$ cat src/rtl/event_timestamper_if.sv
// Timestamp output channel of event_timestamper: valid/ready handshake on the
// FIFO head plus the FIFO status flags.
// master: the timestamper (drives stamps and status); slave: the packetizer.
interface event_timestamper_if #(
  parameter int DATA_W = 25,
  parameter int LVL_W  = 4
);
  logic              ts_valid;
  logic              ts_ready;
  logic [DATA_W-1:0] ts_data;
  logic [LVL_W-1:0]  fifo_level;
  logic              overflow;

  modport master (
    output ts_valid,
    output ts_data,
    output fifo_level,
    output overflow,
    input  ts_ready
  );

  modport slave (
    input  ts_valid,
    input  ts_data,
    input  fifo_level,
    input  overflow,
    output ts_ready
  );
endinterface

$ cat src/rtl/event_timestamper.sv
// event_timestamper: stamps edges of event_in with {pol, epoch, count_in}.
// Queues the stamps in a small circular FIFO that always presents its head
// entry on the output channel.
// The epoch register extends the timebase count across counter rollovers.
// Optional feature: define EVENT_TIMESTAMPER_SYNC_EN to put a 2-flop
// synchronizer in front of the edge detector when event_in is asynchronous.
module event_timestamper #(
  parameter int NBITS      = 16,
  parameter int EPOCH_BITS = 8,
  parameter int DEPTH_LOG2 = 3,
  parameter int RISE_EN    = 1,
  parameter int FALL_EN    = 0
) (
  input  logic             clock,
  input  logic             reset,
  input  logic             clear,
  input  logic             event_in,
  input  logic [NBITS-1:0] count_in,
  input  logic             wrap_tick,
  event_timestamper_if.master ts
);

  localparam int DATA_W = NBITS + EPOCH_BITS + 1;
  localparam int LVL_W  = DEPTH_LOG2 + 1;
  localparam int DEPTH  = 1 << DEPTH_LOG2;
  localparam logic [LVL_W-1:0] FULL_LEVEL = LVL_W'(DEPTH);

  logic                  ev_src;
  logic                  ev_r;
  logic                  ev_p;
  logic                  rise_det;
  logic                  fall_det;
  logic                  push_req;
  logic                  push_ok;
  logic                  pop;
  logic                  full;
  logic [EPOCH_BITS-1:0] epoch;
  logic [DATA_W-1:0]     mem [DEPTH];
  logic [DEPTH_LOG2-1:0] wr_ptr;
  logic [DEPTH_LOG2-1:0] rd_ptr;
  logic [LVL_W-1:0]      level;
  logic                  ovf;

`ifdef EVENT_TIMESTAMPER_SYNC_EN
  logic sync_q1;
  logic sync_q2;

  // Two-flop synchronizer for an asynchronous event line
  always_ff @(posedge clock) begin
    if (reset) begin
      sync_q1 <= 1'b0;
      sync_q2 <= 1'b0;
    end else begin
      sync_q1 <= event_in;
      sync_q2 <= sync_q1;
    end
  end

  assign ev_src = sync_q2;
`else
  assign ev_src = event_in;
`endif

  // Edge-detect pipeline; keeps sampling through clear
  always_ff @(posedge clock) begin
    if (reset) begin
      ev_r <= 1'b0;
      ev_p <= 1'b0;
    end else begin
      ev_r <= ev_src;
      ev_p <= ev_r;
    end
  end

  assign rise_det = (RISE_EN != 0) && ev_r && !ev_p;
  assign fall_det = (FALL_EN != 0) && !ev_r && ev_p;
  assign push_req = rise_det || fall_det;

  // A full FIFO still accepts a push when the head leaves in the same cycle
  assign full    = (level == FULL_LEVEL);
  assign pop     = (level != '0) && ts.ts_ready;
  assign push_ok = push_req && (!full || pop);

  // Stamp storage; cleared on reset so the idle head reads as zero
  always_ff @(posedge clock) begin
    if (reset) begin
      for (int i = 0; i < DEPTH; i++) begin
        mem[i] <= '0;
      end
    end else if (!clear && push_ok) begin
      mem[wr_ptr] <= {rise_det, epoch, count_in};
    end
  end

  // Pointers, level, sticky overflow and rollover epoch
  always_ff @(posedge clock) begin
    if (reset || clear) begin
      wr_ptr <= '0;
      rd_ptr <= '0;
      level  <= '0;
      ovf    <= 1'b0;
      epoch  <= '0;
    end else begin
      if (push_ok) begin
        wr_ptr <= wr_ptr + DEPTH_LOG2'(1);
      end
      if (pop) begin
        rd_ptr <= rd_ptr + DEPTH_LOG2'(1);
      end
      case ({push_ok, pop})
        2'b10:   level <= level + LVL_W'(1);
        2'b01:   level <= level - LVL_W'(1);
        default: level <= level;
      endcase
      if (push_req && !push_ok) begin
        ovf <= 1'b1;
      end
      // A stamp taken in the wrap cycle uses the pre-increment epoch,
      // which matches count_in == MAX in that cycle.
      if (wrap_tick) begin
        epoch <= epoch + EPOCH_BITS'(1);
      end
    end
  end

  assign ts.ts_valid   = (level != '0);
  assign ts.ts_data    = mem[rd_ptr];
  assign ts.fifo_level = level;
  assign ts.overflow   = ovf;

endmodule
$ cat src/flat_wrapper.sv
// flat-port wrapper written by rule: the top's interface ports become plain ports
module event_timestamper_flat 
#(
  parameter int NBITS      = 16,
  parameter int EPOCH_BITS = 8,
  parameter int DEPTH_LOG2 = 3,
  parameter int RISE_EN    = 1,
  parameter int FALL_EN    = 0
)
  (clock, reset, clear, event_in, count_in, wrap_tick, ts_ts_valid, ts_ts_data, ts_fifo_level, ts_overflow, ts_ts_ready);
  event_timestamper_if ts_i ();
  input  logic clock;
  input  logic reset;
  input  logic clear;
  input  logic event_in;
  input  logic [NBITS-1:0] count_in;
  input  logic wrap_tick;
  output wire logic [$bits(ts_i.ts_valid)-1:0] ts_ts_valid;
  output wire logic [$bits(ts_i.ts_data)-1:0] ts_ts_data;
  output wire logic [$bits(ts_i.fifo_level)-1:0] ts_fifo_level;
  output wire logic [$bits(ts_i.overflow)-1:0] ts_overflow;
  input wire logic [$bits(ts_i.ts_ready)-1:0] ts_ts_ready;
  assign ts_ts_valid = ts_i.ts_valid;
  assign ts_ts_data = ts_i.ts_data;
  assign ts_fifo_level = ts_i.fifo_level;
  assign ts_overflow = ts_i.overflow;
  assign ts_i.ts_ready = ts_ts_ready;
  event_timestamper #(.NBITS(NBITS), .EPOCH_BITS(EPOCH_BITS), .DEPTH_LOG2(DEPTH_LOG2), .RISE_EN(RISE_EN), .FALL_EN(FALL_EN)) u_core (.clock(clock), .reset(reset), .clear(clear), .event_in(event_in), .count_in(count_in), .wrap_tick(wrap_tick), .ts(ts_i));
endmodule
$ cat config.mk
export PLATFORM = sky130hd
export DESIGN_NAME = event_timestamper_flat
export DESIGN_NICKNAME = d
export VERILOG_FILES = /design/src/rtl/event_timestamper_if.sv /design/src/rtl/event_timestamper.sv /design/src/flat_wrapper.sv
export SDC_FILE = /design/constraint.sdc
export NUM_CORES = 1
export LEC_CHECK = 0
export BUFFER_PORTS_ARGS = -buffer_cell sky130_fd_sc_hd__buf_4
export CAP_MARGIN = 20
export CELL_PAD_IN_SITES_DETAIL_PLACEMENT = 1
export CELL_PAD_IN_SITES_GLOBAL_PLACEMENT = 1
export CORE_ASPECT_RATIO = 0.8
export CORE_UTILIZATION = 30
export DETAILED_ROUTE_END_ITERATION = 7
export GPL_TIMING_DRIVEN = 1
export PLACE_DENSITY = 0.64
export RECOVER_POWER = 25
export SLEW_MARGIN = 10
export SYNTH_ARGS = -nofsm -noshare
export SYNTH_HDL_FRONTEND = slang
export SYNTH_SLANG_ARGS = --single-unit
$ cat constraint.sdc
create_clock -name clock -period 9.1 [get_ports clock]
set_input_delay 1.365 -clock clock [delete_from_list [all_inputs] [get_ports clock]]
set_output_delay 1.365 -clock clock [all_outputs]
set_load 0.1 [all_outputs]
# --- After elaboration in Yosys (flattened, before gate mapping) ---
# Memory sizes are Yosys's and may differ from the RTL's. A register that Yosys moved wholly into a read port is not among the register bits.
# Cells that the tools add are included.
word_totals:
  mem_bits_rw: 200
  in_bits: 22
  n_memories: 1
  ff_bits: 21
mem_list:
  columns: ["name", "words", "word_bits", "read_ports", "rd_clocked_by_memory_dff", "write_ports", "line_no", "rtl"]
  rows:
  - ["u_core.mem", 8, 25, 1, 1, 8, "event_timestamper.sv:38", "logic [DATA_W-1:0] mem [DEPTH];"]
classes:
  muxes: 11
  n_addsub: 5
  n_reduce_logical: 14
  eq_ne: 3
ops:
  columns: ["operator", "n"]
  rows:
  - ["$mux 25", 1]
  - ["$reduce_or 25->1", 1]
  - ["$mux 3", 3]
  - ["$add 8x1->8 const B", 1]
  - ["$pmux 4 s2", 1]
  - ["$add 3x1->3 const B", 2]
  - ["$mux 1", 6]
  - ["$logic_and 1x1->1", 5]
  - ["$add 4x1->4 const B", 1]
  - ["$eq 4x4->1 const B", 1]
  - ["$logic_not 1->1", 4]
  - ["$reduce_bool 4->1", 1]
  - ["$sub 4x1->4 const B", 1]
  - ["$eq 2x1->1 const B", 1]
  - ["$eq 2x2->1 const B", 1]
  - ["$logic_or 1x1->1", 2]
  - ["$reduce_bool 2->1", 1]

# --- Depth between registers and ports, before layout ---
logic_depth:
  ltp_word: 10
  mapped_depth: 11
  depth_no_buf: 10

# --- Worst setup path before layout ---
# Ideal clock, no wire load.
synth_path:
  kind: "input to register"
  startpoint: "input ts_ts_ready"
  endpoint: "memory u_core.mem[7][0] (enable)"
  arrival_time_ns: 4.353
  required_time_ns: 8.622
  n_path_buf: 0
  stages: 3
  path_slack_ns: 4.269
  cell_sequence: "nand2b_1 -> o21ai_2 -> o41ai_1"
synth_lines:
  columns: ["element", "line_no", "rtl"]
  rows:
  - ["start: declaration", "flat_wrapper.sv:22", "input wire logic [$bits(ts_i.ts_ready)-1:0] ts_ts_ready;"]
  - ["end: declaration", "event_timestamper.sv:38", null]

==> metrics.cfg <==
[placed_design]
numPortBuffers=52
dp_hpwl_mm=15.32
placed_cell_area_um2=10820
gp_congestion=0.7021
place_inst=1195

[cts]
cts-root-buf=clkbuf_16
h-tree-depth=1
post_cts_buffers=0
clk_pin_slew_worst_paths_ns=0.06
clkSinkCount=224
cts_buffers=25
clock_latency_ns=0.53
clock_path_buffers=3
cts_resized=0
cts_hold_buf=0
cts_tree=done

[synth]
syn-num-nets=780
syn_avg_cell_area_um2=13.39
synth_ff_type=edfxtp_1
synth_seq_cells=224
synth_top_family_by_area=simple AND/OR/NAND/NOR gates
synth_area_um2=10070
ys_warn_count=0
synth.area.top_cells=edfxtp_1, mux4_2, nor2_1
synth_most_common_cell=nor2_1
synth.mux.area_fraction_pct=14.17
synth.largest_area_cell=edfxtp_1
synth.distinct_cells=41
yosys.area_share.simple_pct=14.84
synth_edf_count=200
synth_xor_xnor_area_share_pct=0.9565
synth_compound_area_share_pct=1.441
ys_seq_area_share_pct=64.40
syn_inst=752
synth_fa_ha_area_share_pct=0.7453
synth.top_cell.area_share_pct=59.63
synth_async_sr_flop_share_pct=0
synth_common_cells=nor2_1, edfxtp_1, nand2_1, mux4_2, mux2_2

[timing]
whs_ns=0.4598
max_freq_mhz=234.3
fin_crit_sh_pct=46.90
setup_viol=0
fin_worst_skew_ns=0.01617
rsz0062_at_grt=no
slew_violations=107
tightest_slew_ns=2.012
fin_setup_tns_ns=0
min_period_ns=4.268
hold_viol_final=0
slew_headroom_pct=-34.12

[worst_setup_path]
crit_fanout=28
cp.required_ns=9.45
rrSetupSlack_ns=5.63
r2r-start=u_core.ev_r
crit_slowest_cell=clkbuf_1
cp.arrival_ns=4.62
startpoint_type=primary input
critical_path_class=in -> reg
worstReg2RegEnd=u_core.mem[7][18]
crit_buf_inv=3
crit_chain=buf_4, or2_1, clkbuf_1, nor2_2, clkbuf_1, nand2_1, nor2_1
worst_path_most_repeated_cell=clkbuf_1
crit_end=u_core.mem[7][11]
crit_family=buffers and inverters
reg2regPathDepth=4
worstSetupEndpointType=register
crit_cells=7
worstSetupStartpoint=clear
max_stage_delay_ns=1.01

[detailed_routing]
drc=3
drt_first_pass_iters=7
route.vias.total=6108
highest_layer=met4
routed_wl_mm=25.88
met2WireLength_mm=12.07
via_per_inst=4.918
drtAntennaViolNets=0
drt-met1-wl_mm=12.08
drt-wirelength-per-cell_um=20.84
wl_met3_mm=1.205
drt_iter0_drc=448

[layout]
final_util_pct=35.26
drive_gt1_share_pct=22.45
register_area_um2=6494
syn2layout_area_growth_pct=14.73
finalInstanceArea_um2=11560
fillers=3540
fin_cells=1242
multi_input_area_um2=3261
num_antenna_cells=0
nNetsFinal=824

[die]
dieArea_um2=34320
rows=59
coreArea_um2=32780
start_util_pct=30.73
ios=53
die_width_um=206.9
fp.dieH_um=165.9

[run]
cap_violations=4

[power_and_ir_drop]
max-vdd-ir-drop_mv=0.1181
p_leak_uw=0.003738
powerDensity_nw_per_um2=199.5

[grt]
grtUsageTotal_pct=15.50
grt_pass1_vias=6484
grt_pass1_wl_mm=40.09
grt_max_degree=81
grt-ovfl-total=0
antenna_found_initial=0

[worst_hold_path]
hold_class=reg -> reg
hold_depth=1

[run_status]
violations=DRC, capacitance limit, slew limit
status=finished with violations

==> layout by cell type, fill, tap and decap left out, types with 2 or more instances in the layout <==
master     Yosys  final
dfxtp_4        0      2
nor2_4         2      2
nand3_1        5      5
o21ai_0        9      6
clkinv_1       0      3
clkbuf_16      0     25
or3_1          4      4
o21ai_2        1      4
and2_1         2      2
mux2i_1        2      2
nor2_1       213    212
bufinv_16      0      2
nor3_1         4      4
buf_4          5     57
xor2_1        10     10
nand2_1      100    101
or2_1          2      2
a21oi_1        8      8
clkbuf_1      14     21
nand2b_1       4      4
o41ai_1        4      2
nor2b_1        4      4
mux2_2        25     25
clkinv_2       0      2
nand4_1        4      4
ha_1           6      6
o41ai_2        0      2
nor2_2         1      2
mux4_2        50     50
nand2_4        4      3
edfxtp_1     200    200
dfxtp_1       24     22
inv_1          3      3
==> worst min path at each step <==
stage | startpoint | slack, ns | endpoint
after floorplan | u_core.ev_r | 0.43 | u_core.ev_p
after global placement | u_core.ev_r | 0.44 | u_core.ev_p
after detailed placement | u_core.ev_r | 0.45 | u_core.ev_p
after CTS | u_core.ev_r | 0.46 | u_core.ev_p
after global routing | u_core.ev_r | 0.47 | u_core.ev_p
final | u_core.ev_r | 0.46 | u_core.ev_p
==> sequential cells by signal, indices dropped and copies added, names as in the netlist, named ones only <==
signal                flops
u_core.ts.overflow        1
u_core.epoch              8
u_core.ev_r               1
u_core.rd_ptr             3
u_core.ts.fifo_level      4
u_core.ev_p               1
u_core.wr_ptr             3
u_core.mem              200
==> final cells by class <==
type / instances / area share (%)
inverters: 3 / 0.09744
multi-input cells: 475 / 28.22
repair buffers: 67 / 4.168
flip-flops and latches: 224 / 56.19
clock buffers: 38 / 5.922
well taps: 427 / 4.623
clock inverters: 8 / 0.7796
==> logic make-up (layout without fill, tap and decap cells) <==
kind of cell / Yosys count / in the layout
XOR/XNOR: 11 / 11
multiplexers: 77 / 77
AO/OA/AOI/OAI: 24 / 24
AND/OR/NAND/NOR: 357 / 357
buffers and inverters: 53 / 116
flip-flops: 224 / 224
adder cells (fa/ha/maj): 6 / 6
==> power by group <==
group | switching [uW] | internal [uW]
sequential | 11.0 | 1150
clock | 402 | 574
combinational | 122 | 43.7
total | 536 | 1770
==> routing by layer <==
| metal | vias to the layer above | track usage (%) |
|---|---|---|
| met4 | 0 | 3.745 |
| met1 | 3142 | 22.44 |
| met3 | 36 | 2.159 |
| met2 | 147 | 24.45 |
| met5 | - | 0 |
| li1 | 2783 | - |
==> per-stage QoR <==
stage,total power [uW],setup slack [ns]
after global routing,2378,4.576
after floorplan,1301,4.269
after global placement,1353,5.318
after detailed placement,1356,5.333
final,2305,4.832
after CTS,2336,4.762
==> worst reg2reg max path: cells and delay by family, from the launching register on <==
kind                   cells  cell delay, ns
AND/OR/NAND/NOR            1            0.38
AO/OA/AOI/OAI              2            0.96
buffers and inverters      1            1.40
flip-flops                 1            0.31
Note: power is estimated with default switching activity, not from simulation.
